<file path="src/rtl/uart_rx_periph_pkg.sv">
// Shared constants for the UART receive peripheral: bus addresses, CON bit
// layout, receive FSM encoding and the default oversample divider.
package uart_rx_periph_pkg;

  localparam int DIV_DEFAULT = 325;

  localparam logic [31:0] ADDR_RXD = 32'h4000_001C;
  localparam logic [31:0] ADDR_CON = 32'h4000_0020;

  localparam int CON_IRQ_EN   = 0;
  localparam int CON_NONEMPTY = 1;
  localparam int CON_OVR      = 2;
  localparam int CON_FERR     = 3;

  typedef enum logic [2:0] {
    S_IDLE   = 3'd0,
    S_START  = 3'd1,
    S_DATA   = 3'd2,
    S_STOP   = 3'd3,
    S_WAITHI = 3'd4
  } rx_state_t;

endpackage

</file>
<file path="src/rtl/uart_rx_fifo.sv">
// Receive byte FIFO with pointers that wrap modulo DEPTH and an occupancy count.
// push/pop are single-cycle strobes: a pop is ignored while empty, and a push while
// full is ignored unless a pop is accepted in the same cycle.
module uart_rx_fifo #(
  parameter int DEPTH = 4
) (
  input  logic                   clk,
  input  logic                   rst_n,
  input  logic                   push,
  input  logic                   pop,
  input  logic [7:0]             din,
  output logic [7:0]             dout,
  output logic [$clog2(DEPTH):0] count
);

  localparam int AW = $clog2(DEPTH);
  localparam int CW = AW + 1;

  logic [7:0]    mem [DEPTH];
  logic [AW-1:0] wptr;
  logic [AW-1:0] rptr;
  logic          full;
  logic          empty;
  logic          do_push;
  logic          do_pop;

  assign full    = (count == CW'(DEPTH));
  assign empty   = (count == '0);
  assign do_pop  = pop & ~empty;
  assign do_push = push & (~full | do_pop);
  assign dout    = mem[rptr];

  always_ff @(posedge clk or negedge rst_n) begin
    if (!rst_n) begin
      wptr  <= '0;
      rptr  <= '0;
      count <= '0;
    end else begin
      if (do_push) wptr <= wptr + AW'(1);
      if (do_pop)  rptr <= rptr + AW'(1);
      case ({do_push, do_pop})
        2'b10:   count <= count + CW'(1);
        2'b01:   count <= count - CW'(1);
        default: count <= count;
      endcase
    end
  end

  // Storage is not reset; entries are only observable after a push.
  always_ff @(posedge clk) begin
    if (do_push) mem[wptr] <= din;
  end

endmodule

</file>
<file path="src/rtl/uart_rx_periph.sv">
// Memory-mapped UART receiver: 16x oversampled 8N1 receive FSM feeding a byte
// FIFO, with RXD/CON registers and a level interrupt request.
module uart_rx_periph
  import uart_rx_periph_pkg::*;
#(
  parameter int DIV   = DIV_DEFAULT,
  parameter int DEPTH = 4
) (
  input  logic        C,
  input  logic        R,
  input  logic [31:0] Addr,
  input  logic        MemRd,
  input  logic        MemWr,
  input  logic [31:0] WData,
  output logic [31:0] RData,
  input  logic        Rx,
  output logic        RxRdy,
  output rx_state_t   dbg_state
);

  localparam int TW = (DIV > 1) ? $clog2(DIV) : 1;
  localparam int CW = $clog2(DEPTH) + 1;
  localparam logic [TW-1:0] TICK_LAST = TW'(DIV - 1);

  rx_state_t     state;
  logic          rx_meta, rxs;
  logic [TW-1:0] tick_cnt;
  logic          tick;
  logic [3:0]    sub_cnt;
  logic [2:0]    bit_cnt;
  logic [7:0]    shreg;
  logic          irq_en, ovr, ferr;
  logic          push, pop, con_wr, nonempty, full;
  logic [7:0]    dout;
  logic [CW-1:0] count;
  logic [31:0]   con_word;
  logic          unused_wdata;

  assign unused_wdata = &{1'b0, WData[31:4], WData[1]};

  assign dbg_state = state;
  assign tick      = (state != S_IDLE) && (tick_cnt == TICK_LAST);
  assign push      = (state == S_STOP) && tick && (sub_cnt == 4'd15) && rxs;
  assign nonempty  = (count != '0);
  assign full      = (count == CW'(DEPTH));
  assign pop       = MemRd && (Addr == ADDR_RXD) && nonempty;
  assign con_wr    = MemWr && (Addr == ADDR_CON);
  assign RxRdy     = irq_en & nonempty;

  always_ff @(posedge C or negedge R) begin
    if (!R) begin
      rx_meta <= 1'b1;
      rxs     <= 1'b1;
    end else begin
      rx_meta <= Rx;
      rxs     <= rx_meta;
    end
  end

  // sub_cnt counts ticks within the current state; it wraps 15->0 on its own
  // so consecutive data bits are sampled every 16 ticks without reloading.
  always_ff @(posedge C or negedge R) begin
    if (!R) begin
      state    <= S_IDLE;
      tick_cnt <= '0;
      sub_cnt  <= '0;
      bit_cnt  <= '0;
      shreg    <= '0;
      ferr     <= 1'b0;
    end else begin
      if (con_wr && WData[CON_FERR]) ferr <= 1'b0;
      if (state == S_IDLE || tick) tick_cnt <= '0;
      else                         tick_cnt <= tick_cnt + TW'(1);
      if (tick) sub_cnt <= sub_cnt + 4'd1;
      case (state)
        S_IDLE: begin
          if (!rxs) begin
            state   <= S_START;
            sub_cnt <= '0;
          end
        end
        S_START: begin
          if (tick && sub_cnt == 4'd7) begin
            sub_cnt <= '0;
            bit_cnt <= '0;
            state   <= rxs ? S_IDLE : S_DATA;
          end
        end
        S_DATA: begin
          if (tick && sub_cnt == 4'd15) begin
            shreg   <= {rxs, shreg[7:1]};
            bit_cnt <= bit_cnt + 3'd1;
            if (bit_cnt == 3'd7) state <= S_STOP;
          end
        end
        S_STOP: begin
          if (tick && sub_cnt == 4'd15) begin
            if (rxs) begin
              state <= S_IDLE;
            end else begin
              ferr  <= 1'b1;
              state <= S_WAITHI;
            end
          end
        end
        S_WAITHI: begin
          if (rxs) state <= S_IDLE;
        end
        default: state <= S_IDLE;
      endcase
    end
  end

  // A new overrun wins over a same-cycle clear so the event is never lost.
  always_ff @(posedge C or negedge R) begin
    if (!R) begin
      irq_en <= 1'b0;
      ovr    <= 1'b0;
    end else begin
      if (con_wr) begin
        irq_en <= WData[CON_IRQ_EN];
        if (WData[CON_OVR]) ovr <= 1'b0;
      end
      if (push && full && !pop) ovr <= 1'b1;
    end
  end

  uart_rx_fifo #(.DEPTH(DEPTH)) u_fifo (
    .clk   (C),
    .rst_n (R),
    .push  (push),
    .pop   (pop),
    .din   (shreg),
    .dout  (dout),
    .count (count)
  );

  always_comb begin
    con_word               = '0;
    con_word[CON_IRQ_EN]   = irq_en;
    con_word[CON_NONEMPTY] = nonempty;
    con_word[CON_OVR]      = ovr;
    con_word[CON_FERR]     = ferr;
  end

  always_comb begin
    RData = '0;
    if (MemRd) begin
      if (Addr == ADDR_RXD && nonempty) RData = {24'b0, dout};
      else if (Addr == ADDR_CON)        RData = con_word;
    end
  end

endmodule
</file>
<file path="config.mk">
export PLATFORM = sky130hd
export DESIGN_NAME = uart_rx_periph
export DESIGN_NICKNAME = d
export VERILOG_FILES = /design/src/rtl/uart_rx_periph_pkg.sv /design/src/rtl/uart_rx_fifo.sv /design/src/rtl/uart_rx_periph.sv
export SDC_FILE = /design/constraint.sdc
export NUM_CORES = 1
export LEC_CHECK = 0
export CELL_PAD_IN_SITES_DETAIL_PLACEMENT = 1
export CELL_PAD_IN_SITES_GLOBAL_PLACEMENT = 2
export CORE_MARGIN = 10
export CORE_UTILIZATION = 30
export CTS_CLUSTER_SIZE = 10
export DETAILED_ROUTE_END_ITERATION = 6
export HOLD_SLACK_MARGIN = 0.06
export PLACE_DENSITY = 0.83
export SLEW_MARGIN = 40
export SYNTH_ARGS = -nofsm -noshare
export SYNTH_HDL_FRONTEND = slang
export SYNTH_SLANG_ARGS = --single-unit
</file>
<file path="constraint.sdc">
create_clock -name C -period 2.68 [get_ports C]
set_input_delay 0.536 -clock C [delete_from_list [all_inputs] [get_ports C]]
set_output_delay 0.536 -clock C [all_outputs]
set_load 0.02 [all_outputs]
</file>
==> results of run 1 <==
==> registers in the layout, indices dropped and copies added, names as in the netlist <==
name / cells
bit_cnt: 3
dbg_state: 3
ferr: 1
irq_en: 1
ovr: 1
rx_meta: 1
rxs: 1
shreg: 8
sub_cnt: 4
tick_cnt: 9
u_fifo.count: 3
u_fifo.mem: 32
u_fifo.rptr: 2
u_fifo.wptr: 2
==> cell usage in the layout (no fill, tap or decap), drive strengths merged, types with 3 or more instances in the layout <==
cell type,synthesis,routed
or3,3,3
o22ai,3,3
clkbuf,4,9
and2,13,13
nand4,3,3
mux2,11,11
a21oi,5,5
xnor2,9,9
ha,9,9
clkdlybuf4s50,0,18
nand3,8,8
nand2,14,14
nor2,26,26
and3,7,7
inv,8,14
conb,1,24
nor4,7,7
and4bb,3,3
dlygate4sd2,0,8
and4,4,4
dlymetal6s2s,0,16
buf,29,34
edfxtp,32,32
o21ai,4,4
mux4,8,8
a22oi,5,5
nor3,8,8
xor2,4,4
dfrtp,37,37
==> final cells by class <==
type | count | area (sq um) | area share [%]
well taps | 143 | 179 | 3.85
inverters | 8 | 30.0 | 0.647
clock inverters | 7 | 68.8 | 1.48
flip-flops and latches | 71 | 1940 | 41.8
multi-input cells | 197 | 1520 | 32.6
repair buffers | 76 | 686 | 14.8
clock buffers | 9 | 225 | 4.85
==> logic make-up after synthesis <==
family,after synthesis
adder cells (fa/ha/maj),10
AO/OA/AOI/OAI,28
other,1
multiplexers,20
AND/OR/NAND/NOR,102
flip-flops,71
buffers and inverters,41
XOR/XNOR,13
==> critical path: cells and delay by family <==
kind | cells | cell delay, ps
and+or+nand+nor | 6 | 1320
buffers and inverters | 1 | 500
adders and majority gates | 1 | 340
AOI/OAI and AO/OA | 1 | 120
==> power by group through the flow <==
stage / sequential [W] / clock [W] / combinational (W)
finish: 0.00114 / 0.00117 / 0.000113
global route: 0.00113 / 0.00127 / 0.000123
CTS: 0.00114 / 0.00121 / 0.000113
detailed placement: 0.00116 / 0 / 0.000111
global placement: 0.00116 / 0 / 0.000108
floorplan: 0.00116 / 0 / 0.0000639
==> metrics by stage <==
stage               power (W)  instances  hold WS, ps  util, %  setup WS (ps)
detailed placement    0.00127        495          351     37.2           -566
global route          0.00253        511          218     40.5          -23.5
floorplan             0.00122        309          240        -           18.1
global placement      0.00127        495          349     37.2           -477
CTS                   0.00246        511          195     39.8           4.42
finish                0.00242        511          182     40.5           84.1
==> worst max path at each step <==
stage	startpoint	to	slack [ps]	cells after the start
finish	Addr[3]	u_fifo.count[2]$_DFFE_PN0P_	80	9
global route	Addr[12]	u_fifo.count[2]$_DFFE_PN0P_	-20	10
CTS	Addr[8]	u_fifo.count[2]$_DFFE_PN0P_	4	9
detailed placement	Addr[17]	u_fifo.count[2]$_DFFE_PN0P_	-570	9
global placement	Addr[17]	u_fifo.count[2]$_DFFE_PN0P_	-480	9
floorplan	Addr[10]	u_fifo.count[2]$_DFFE_PN0P_	20	9
==> routing by layer <==
metal	vias up	share of wire, %	global-route usage [%]
li1	1154	-	-
met2	74	48	18.4
met5	-	0	0
met4	0	1.5	4.45
met1	1225	42	12.8
met3	9	8.4	3.82
==> what timing repair did <==
item                                    in CTS  in global routing
endpoints found under the hold margin        0                  0
buffers inserted                             0                  0
hold buffers                                 0                  0
pin swaps                                   14                 14
resized for setup                           50                 22
endpoints found under the setup margin       9                 42
==> run summary, run 1 <==
Status = finished, final reports clean
Starting Density = 30.8%
Worst-skew pair later-pin latency = 330 ps
Synth-to-Final Area Change = 31.5%
Cell chain of the critical path = clkdlybuf4s50_1 > nand2_1 > and4bb_1 > and3_4 > nand2_4 > fa_2 > or4b_4 > o22ai_2 > nor2_1
Post-detail-place hpwl = 6900 um
Yosys Warn Count = 0
Largest net degree at the start of global routing = 40
Via count = 2,462
Synth top cells by count = dfrtp_1, edfxtp_1, nor2_1
Top cells by area, synth = edfxtp_1, dfrtp_1, buf_4, mux4_2, ha_1
R2r setup slk = 200 ps
Worst path required time = 2890 ps
#FFs+latches synth = 71
Clock buffer count from CTS = 9
Highest Clock Rate = 385 MHz
Worst Max-Slew Pin Slew = 521 ps
Worst-path fanout max = 7
H-tree depth = 3
Drt first pass iters = 4
Cell Pwr Density = 520 mW/mm^2
Post-route cell area = 0.00464 sq mm
CTS clk-pin slew, worst paths = 60 ps
Vias in the first global route = 2,709
Internal power consumption = 0.00184 W
Worst min path class = input pin to async pin
Post-Synthesis Cells = 286
Sequential Power Share = 47.0%
Largest area contributor in the synthesized netlist = edfxtp_1
Crit end category = flop
IO buf count = 51
Net Sw Power = 0.000576 W
Routed length per instance = 17.6 um
Worst path max stage delay = 540 ps
Post-synthesis sequential area ratio = 54.9%
Antenna Nets Post-Route = 0
Cell variety after synth = 49
CP max-delay cell = or4b_4
XOR/XNOR Fraction of Synth Area = 3.22%
Layout cells sized above 1 = 23.4%
Core area = 0.0115 sq mm
Fillers = 1,236
Complex-gate fraction of the synthesized area = 5.67%
Final period util = 96.9%
Clock sinks = 71
Simple-Gate Fraction of Synth Area = 16.0%
Top FF cell, synth = dfrtp_1
Post-DP Area = 0.00427 sq mm
EDFF count, synth = 32
CP Launch Type = input pin
Max Cap Violations = 0
First-pass GRT wire length = 14,500 um
Final Critical Period = 2600 ps
Clock Skew = 5.79 ps
Critical path class = input pin to flop
Die width = 129 um
R2r worst-path depth = 9
Drt via density = 4.82
Main combinational cell family by area after synthesis = simple AND/OR/NAND/NOR gates
Clock Power Share = 48.3%
TritonCTS clock tree = built
Die Y = 129 um
DRC viols = 0
Clk buf depth = 2
# diodes = 0
Post-synthesis mux area share = 8.89%
DR iter-0 viols = 112
NumNets Final = 442
Comb power frac = 4.7%
Clock root buffer = clkbuf_16
Avg Cell Area, Syn = 12.4 sq um
Initial antenna violation count = 0
Reg2reg start = tick_cnt[0]$_DFF_PN0_
Slew HR = 65.3%
Synthesized cell area = 0.00353 sq mm
Routability cong. = 0.803
Net Sw Frac = 23.9%
Rows = 39
IO Count = 105
Total congestion overflow = 0
Final hold vios = 0
Post-synth ARST share = 54.9%
Max-slew violations = 0
Dominant cell by count in the synthesized netlist = dfrtp_1
Overall Global Routing Usage = 11.0%
DIE AREA = 0.0165 sq mm
Crit path arrival time = 2810 ps
Adder-cell share of the synthesized area = 3.75%
VDD IR max = 251 uV
Setup_tns = 0 ps
RR Endpoint = u_fifo.mem[0][0]$_DFFE_PP_
Leak = 2.12 nW
Top-area cell type share of the netlist area = 27.2%
Final setup viols = 0
DRT Wirelength = 8970 um
Power figures use the tool's default switching activity.
==> inputs of run 2 (changes only) <==
--- a/config.mk
+++ b/config.mk
@@ -7,12 +7,14 @@
 export LEC_CHECK = 0
 export CELL_PAD_IN_SITES_DETAIL_PLACEMENT = 1
 export CELL_PAD_IN_SITES_GLOBAL_PLACEMENT = 2
+export CORE_ASPECT_RATIO = 2
 export CORE_MARGIN = 10
-export CORE_UTILIZATION = 30
+export CORE_UTILIZATION = 33
 export CTS_CLUSTER_SIZE = 10
 export DETAILED_ROUTE_END_ITERATION = 6
 export HOLD_SLACK_MARGIN = 0.06
-export PLACE_DENSITY = 0.83
+export MAX_ROUTING_LAYER = met4
+export PLACE_DENSITY = 0.9
 export SLEW_MARGIN = 40
 export SYNTH_ARGS = -nofsm -noshare
 export SYNTH_HDL_FRONTEND = slang
==> constraint.sdc (replaced) <==
create_clock -name C -period 3.35 [get_ports C]
set_input_delay 0.67 -clock C [delete_from_list [all_inputs] [get_ports C]]
set_output_delay 0.67 -clock C [all_outputs]
set_load 0.02 [all_outputs]
==> run 2 against run 1 <==
Combinational power decreased by 21%. Clock-buffer cell count is 1 higher. Sequential share of layout area is 1.1 points higher. Sequential power fell by 20%. First-iteration DRC count shrank 21%. Non-clock buffer count decreased by 10. Worst hold slack improved by 140 ps.
==> run summary, run 2 (synthesis results as in run 1) <==
IO Count = 105 (unchanged)
Final hold vios = 0 (unchanged)
Crit path arrival time = 2470 ps (-340 ps)
Cell chain of the critical path = clkdlybuf4s50_1 > nor4_1 > and4_1 > buf_4 > nand2_1 > nor2_1 > dlygate4sd2_1
Clock Skew = 6.54 ps (+0.755 ps)
Worst min path class = input pin to async pin
Die Y = 166 um (+29%)
Layout cells sized above 1 = 15.4% (-8.0 points)
Cell Pwr Density = 430 mW/mm^2 (-17%)
Most frequent cells in the layout = clkdlybuf4s50_1, dfrtp_1, edfxtp_1
Reg with most FFs = u_fifo.mem
Final setup viols = 0 (unchanged)
# diodes = 0 (unchanged)
Final Critical Period = 3140 ps
DRT Wirelength = 8920 um (-0.59%)
Clock buffer count from CTS = 9 (unchanged)
Max Cap Violations = 0 (unchanged)
Worst path max stage delay = 390 ps (-150 ps)
Crit end category = output pin
DRC viols = 0 (unchanged)
RSZ-0062 raised after global routing = no
Rows = 53 (+36%)
Core area = 0.0105 sq mm (-8.6%)
Overall Global Routing Usage = 12.4% (+1.4 points)
Slew HR = 60.1% (-5.2 points)
Clock sinks = 71 (unchanged)
Post-CTS Setup Inserts = 0 (unchanged)
RR Endpoint = u_fifo.count[2]$_DFFE_PN0P_
Clock root buffer = clkbuf_16
H-tree depth = 3 (unchanged)
IO buf count = 51 (unchanged)
Worst path required time = 2680 ps (-210 ps)
Routed length per instance = 18.0 um (+2.6%)
Routability cong. = 0.796 (-0.88%)
Hold WS = 319 ps (+137 ps)
Post-detail-place hpwl = 6960 um (+0.90%)
Total congestion overflow = 0 (unchanged)
Via count = 2,433 (-1.2%)
Setup ws final = 215 ps (+130 ps)
Largest register FFs = 32 (unchanged)
DIE AREA = 0.0155 sq mm (-6.2%)
Post-DP Area = 0.00423 sq mm (-0.76%)
Post-route cell area = 0.00452 sq mm (-2.6%)
CP max-delay cell = clkdlybuf4s50_1
Routed met2 length = 5070 um (+17%)
Top Layer Used = met4
Highest Clock Rate = 319 MHz
Leak = 1.93 nW (-9.1%)
Vias in the first global route = 2,770 (+2.3%)
Synth-to-Final Area Change = 28.0%
Max-slew violations = 0 (unchanged)
Reg2reg start = u_fifo.count[2]$_DFFE_PN0P_
Worst Max-Slew Pin Slew = 599 ps (+78.0 ps)
Place WS = -46.2 ps (+520 ps)
Starting Density = 33.7% (+2.9 points)
Largest net degree at the start of global routing = 40 (unchanged)
R2r setup slk = 690 ps (+490 ps)
First-pass GRT wire length = 14,600 um (+0.76%)
TritonCTS clock tree = built
Largest regs = u_fifo.mem: 32 flops, tick_cnt: 9 flops, shreg: 8 flops
Most common library cell in the layout ignoring fill and taps = clkdlybuf4s50_1
DR iter-0 viols = 88 (-21%)
R2r worst-path depth = 9 (unchanged)
Drt via density = 4.92 (+2.0%)
Worst-path fanout max = 4 (-3)
Wl on met1 = 3080 um (-18%)
VDD IR max = 298 uV (+19%)
NumNets Final = 432 (-2.3%)
CP Launch Type = input pin
Drt first pass iters = 4 (unchanged)
Clk buf depth = 2 (unchanged)
DR WL met3 = 564 um (-25%)
CTS clk-pin slew, worst paths = 60 ps (about the same)
Critical path class = input pin to output pin
Antenna Nets Post-Route = 0 (unchanged)
Status = finished, final reports clean
Worst-skew pair later-pin latency = 330 ps (about the same)
Final period util = 93.6%
Initial antenna violation count = 0 (unchanged)
Die width = 93.2 um (-28%)
## run 2: critical path: cells and delay by family
kind	cells	cell delay, ps
buffers and inverters	3	870
AND/OR/NAND/NOR	4	910
## run 2: area by class of cell
class                      count  area, sq um
clock buffer                  10          229
clock inverter                 6         68.8
fill                        1175         5960
inverter                       8         30.0
multi-input combinational    197         1420
sequential                    71         1940
tap                          137          171
timing repair buffer          66          661
## run 2: power by group
group	leakage (nW)	switching, W	internal [W]	total (W)
clock network	0.143	0.000366	0.000581	0.000948
registers	0.880	0.00000185	0.000907	0.000909
logic	0.909	0.0000459	0.0000437	0.0000895
total	1.93	0.000414	0.00153	0.00195
## run 2: worst max path at each step
stage,from,to,cells after the start
after floorplan,Addr[10],u_fifo.count[2]$_DFFE_PN0P_,9
after global placement,Addr[1],RData[5],7
after detailed placement,Addr[10],RData[5],6
after CTS,Addr[1],RData[1],8
after global routing,Addr[1],RData[1],8
final,Addr[10],RData[1],7
## run 2: timing repair
action                                  4_1_cts  5_1_grt
endpoints found under the setup margin        8        0
hold buffers                                  0        0
gates resized for setup                       8        0
## run 2: per-stage QoR
| stage | utilization [%] | instances | TNS, ps | power [W] |
|---|---|---|---|---|
| final | 43.2 | 495 | 0 | 0.00195 |
| after global routing | 43.2 | 495 | 0 | 0.00201 |
| after CTS | 43.2 | 495 | 0 | 0.00197 |
| after detailed placement | 40.4 | 479 | -294 | 0.00101 |
| after global placement | 40.4 | 479 | -147 | 0.00101 |
| after floorplan | - | 309 | 0 | 0.000976 |
## run 2: routing by layer
| metal | global-route usage (%) | vias to the layer above |
|---|---|---|
| met2 | 22.7 | 78 |
| met1 | 10.8 | 1206 |
| met3 | 4.16 | 15 |
| met4 | 6.07 | 0 |
| met5 | - | - |
| li1 | - | 1134 |
==> inputs of run 3 (changes only) <==
--- a/config.mk
+++ b/config.mk
@@ -10,11 +10,14 @@
 export CORE_ASPECT_RATIO = 2
 export CORE_MARGIN = 10
 export CORE_UTILIZATION = 33
+export CTS_BUF_LIST = sky130_fd_sc_hd__clkbuf_16
+export CTS_CLUSTER_DIAMETER = 100
 export CTS_CLUSTER_SIZE = 10
 export DETAILED_ROUTE_END_ITERATION = 6
 export HOLD_SLACK_MARGIN = 0.06
 export MAX_ROUTING_LAYER = met4
 export PLACE_DENSITY = 0.9
+export SETUP_SLACK_MARGIN = 0.02
 export SLEW_MARGIN = 40
 export SYNTH_ARGS = -nofsm -noshare
 export SYNTH_HDL_FRONTEND = slang
==> run 3 against run 2 <==
Cell count unchanged. Wire length increased by 0.10%. Register-to-register slack about the same. Non-clock buffer count unchanged. Cell area about the same. Die area unchanged. Critical path type unchanged. Sequential power about the same. Worst hold slack got worse by 3.6 ps. Sequential share of layout area about the same. Flip-flop and latch count unchanged. Via count increased by 0.25%. Largest cell class unchanged.
==> run summary, run 3 (synthesis results as in run 1) <==
Status = finished, final reports clean
NumNets Final = 432 (unchanged)
Crit path arrival time = 2450 ps (-20 ps)
Largest regs = u_fifo.mem: 32 flops, tick_cnt: 9 flops, shreg: 8 flops
Overall Global Routing Usage = 12.4% (unchanged)
Sequential Power Share = 46.8% (about the same)
DIE AREA = 0.0155 sq mm (unchanged)
Critical path class = input pin to output pin
Die width = 93.2 um (unchanged)
DR iter-0 viols = 89 (+1.1%)
CP Launch Type = input pin
Worst min path class = input pin to async pin
Highest Clock Rate = 320 MHz (+0.45%)
Slew HR = 59.8% (-0.26 points)
VDD IR max = 302 uV (+1.2%)
Largest net degree at the start of global routing = 40 (unchanged)
Tot Pwr = 0.00194 W (-0.12%)
Worst Max-Slew Pin Slew = 603 ps (+3.91 ps)
Drt via density = 4.93 (+0.25%)
Crit end category = output pin
Routability cong. = 0.796 (unchanged)
Worst-path fanout max = 4 (unchanged)
DRC viols = 0 (unchanged)
First-pass GRT wire length = 14,600 um (unchanged)
Drt first pass iters = 4 (unchanged)
Setup_tns = 0 ps (unchanged)
# diodes = 0 (unchanged)
Final hold vios = 0 (unchanged)
Comb power frac = 4.6% (about the same)
Hold WS = 315 ps (-3.62 ps)
Most frequent cells in the layout = clkdlybuf4s50_1, dfrtp_1, edfxtp_1
Place WS = -46.2 ps (unchanged)
Net Sw Frac = 21.4% (+0.070 points)
Clock root buffer = clkbuf_16
Final period util = 93.2% (-0.41 points)
CTS clk-pin slew, worst paths = 60 ps (about the same)
Leak = 1.93 nW (about the same)
DRT Wirelength = 8930 um (+0.10%)
Setup ws final = 228 ps (+13.9 ps)
Starting Density = 33.7% (unchanged)
Core area = 0.0105 sq mm (unchanged)
Routed length per instance = 18.0 um (+0.10%)
Largest register FFs = 32 (unchanged)
Max Cap Violations = 0 (unchanged)
Initial antenna violation count = 0 (unchanged)
Most common library cell in the layout ignoring fill and taps = clkdlybuf4s50_1
Rows = 53 (unchanged)
Cell Pwr Density = 430 mW/mm^2 (-0.15%)
Max-slew violations = 0 (unchanged)
H-tree depth = 3 (unchanged)
Total congestion overflow = 0 (unchanged)
Worst setup startpoint = Addr[10]
IO Count = 105 (unchanged)
Net Sw Power = 0.000415 W (+0.21%)
Clock buffer count from CTS = 9 (unchanged)
Die Y = 166 um (unchanged)
Clock Power Share = 48.6% (about the same)
Final setup viols = 0 (unchanged)
Worst path max stage delay = 390 ps (about the same)
CP max-delay cell = clkdlybuf4s50_1
Clk buf depth = 2 (unchanged)
Hold buffer count at CTS = 0 (unchanged)
Internal power consumption = 0.00153 W (-0.21%)
RSZ-0062 raised after global routing = no
Vias in the first global route = 2,772 (+0.072%)
Clock sinks = 71 (unchanged)
Worst path required time = 2680 ps (about the same)
Reg with most FFs = u_fifo.mem
Layout cells sized above 1 = 15.4% (unchanged)
Reg2reg start = u_fifo.count[2]$_DFFE_PN0P_
Antenna Nets Post-Route = 0 (unchanged)
Post-detail-place hpwl = 6960 um (unchanged)
IO buf count = 51 (unchanged)
Cell chain of the critical path = clkdlybuf4s50_1 > nor4_1 > and4_1 > buf_4 > nand2_1 > nor2_1 > dlygate4sd2_1
Final Critical Period = 3120 ps (-13.9 ps)
Synth-to-Final Area Change = 28.1% (about the same)
Post-CTS Setup Inserts = 0 (unchanged)
Clock Skew = 6.49 ps (-0.0555 ps)
Worst-skew pair later-pin latency = 340 ps (about the same)
TritonCTS clock tree = built
Via count = 2,439 (+0.25%)
run 3: cell types whose count changed in the layout (fill, tap and decap cells not counted):
cell             delta
clkbuf_1            -1
clkdlybuf4s15_1     +1
dlygate4sd2_1       -1
inv_1               +1
run 3: path summary, 6_finish.rpt:
kind | end | slack [ps] | depth (start not counted)
max in group asynchronous | rx_meta$_DFF_PN1_ | 2650 | 1
max reg2reg | u_fifo.count[2]$_DFFE_PN0P_ | 690 | 9
min in group C | rxs$_DFF_PN1_ | 360 | 0
min reg2reg | rxs$_DFF_PN1_ | 360 | 0
min | shreg[2]$_DFFE_PN0P_ | 320 | 1
max | RData[0] | 230 | 7
run 3: power groups by stage:
stage	combinational, W	clock [W]	sequential, W
after CTS	0.0000891	0.000970	0.000909
after floorplan	0.0000511	0	0.000925
after global routing	0.0000975	0.00100	0.000908
final	0.0000896	0.000945	0.000909
after global placement	0.0000858	0	0.000926
after detailed placement	0.0000885	0	0.000926
run 3: area by class of cell:
class,count,area [sq um]
clock buffer,9,225
sequential,71,1940
timing repair buffer,66,662
tap,137,171
clock inverter,7,72.6
inverter,8,30.0
multi-input combinational,197,1420
fill,1174,5950
run 3: repair_timing:
action,in CTS,in global routing
setup endpoints to repair,8,1
gates resized for setup,8,1
hold endpoints to repair,0,0
run 3: layer usage:
metal | routed length (um) | share of wire, % | vias up | GRT usage, %
li1 | - | - | 1133 | -
met1 | 3080 | 35 | 1207 | 10.8
met2 | 5030 | 56 | 81 | 22.7
met3 | 587 | 6.6 | 18 | 4.16
met4 | 225 | 2.5 | 0 | 6.07
met5 | 0 | 0 | - | -
run 3: through the flow:
step,utilization [%],instance area (sq um),instances
2_1_floorplan,-,3620,309
3_3_place_gp,40.4,4230,479
3_5_place_dp,40.4,4230,479
4_1_cts,43.2,4520,495
5_1_grt,43.2,4520,495
6_report,43.2,4520,495
run 3: worst max-delay path, delay by kind of cell:
kind / cells / cell delay, ps
buffers and inverters: 3 / 870
AND/OR/NAND/NOR: 4 / 910
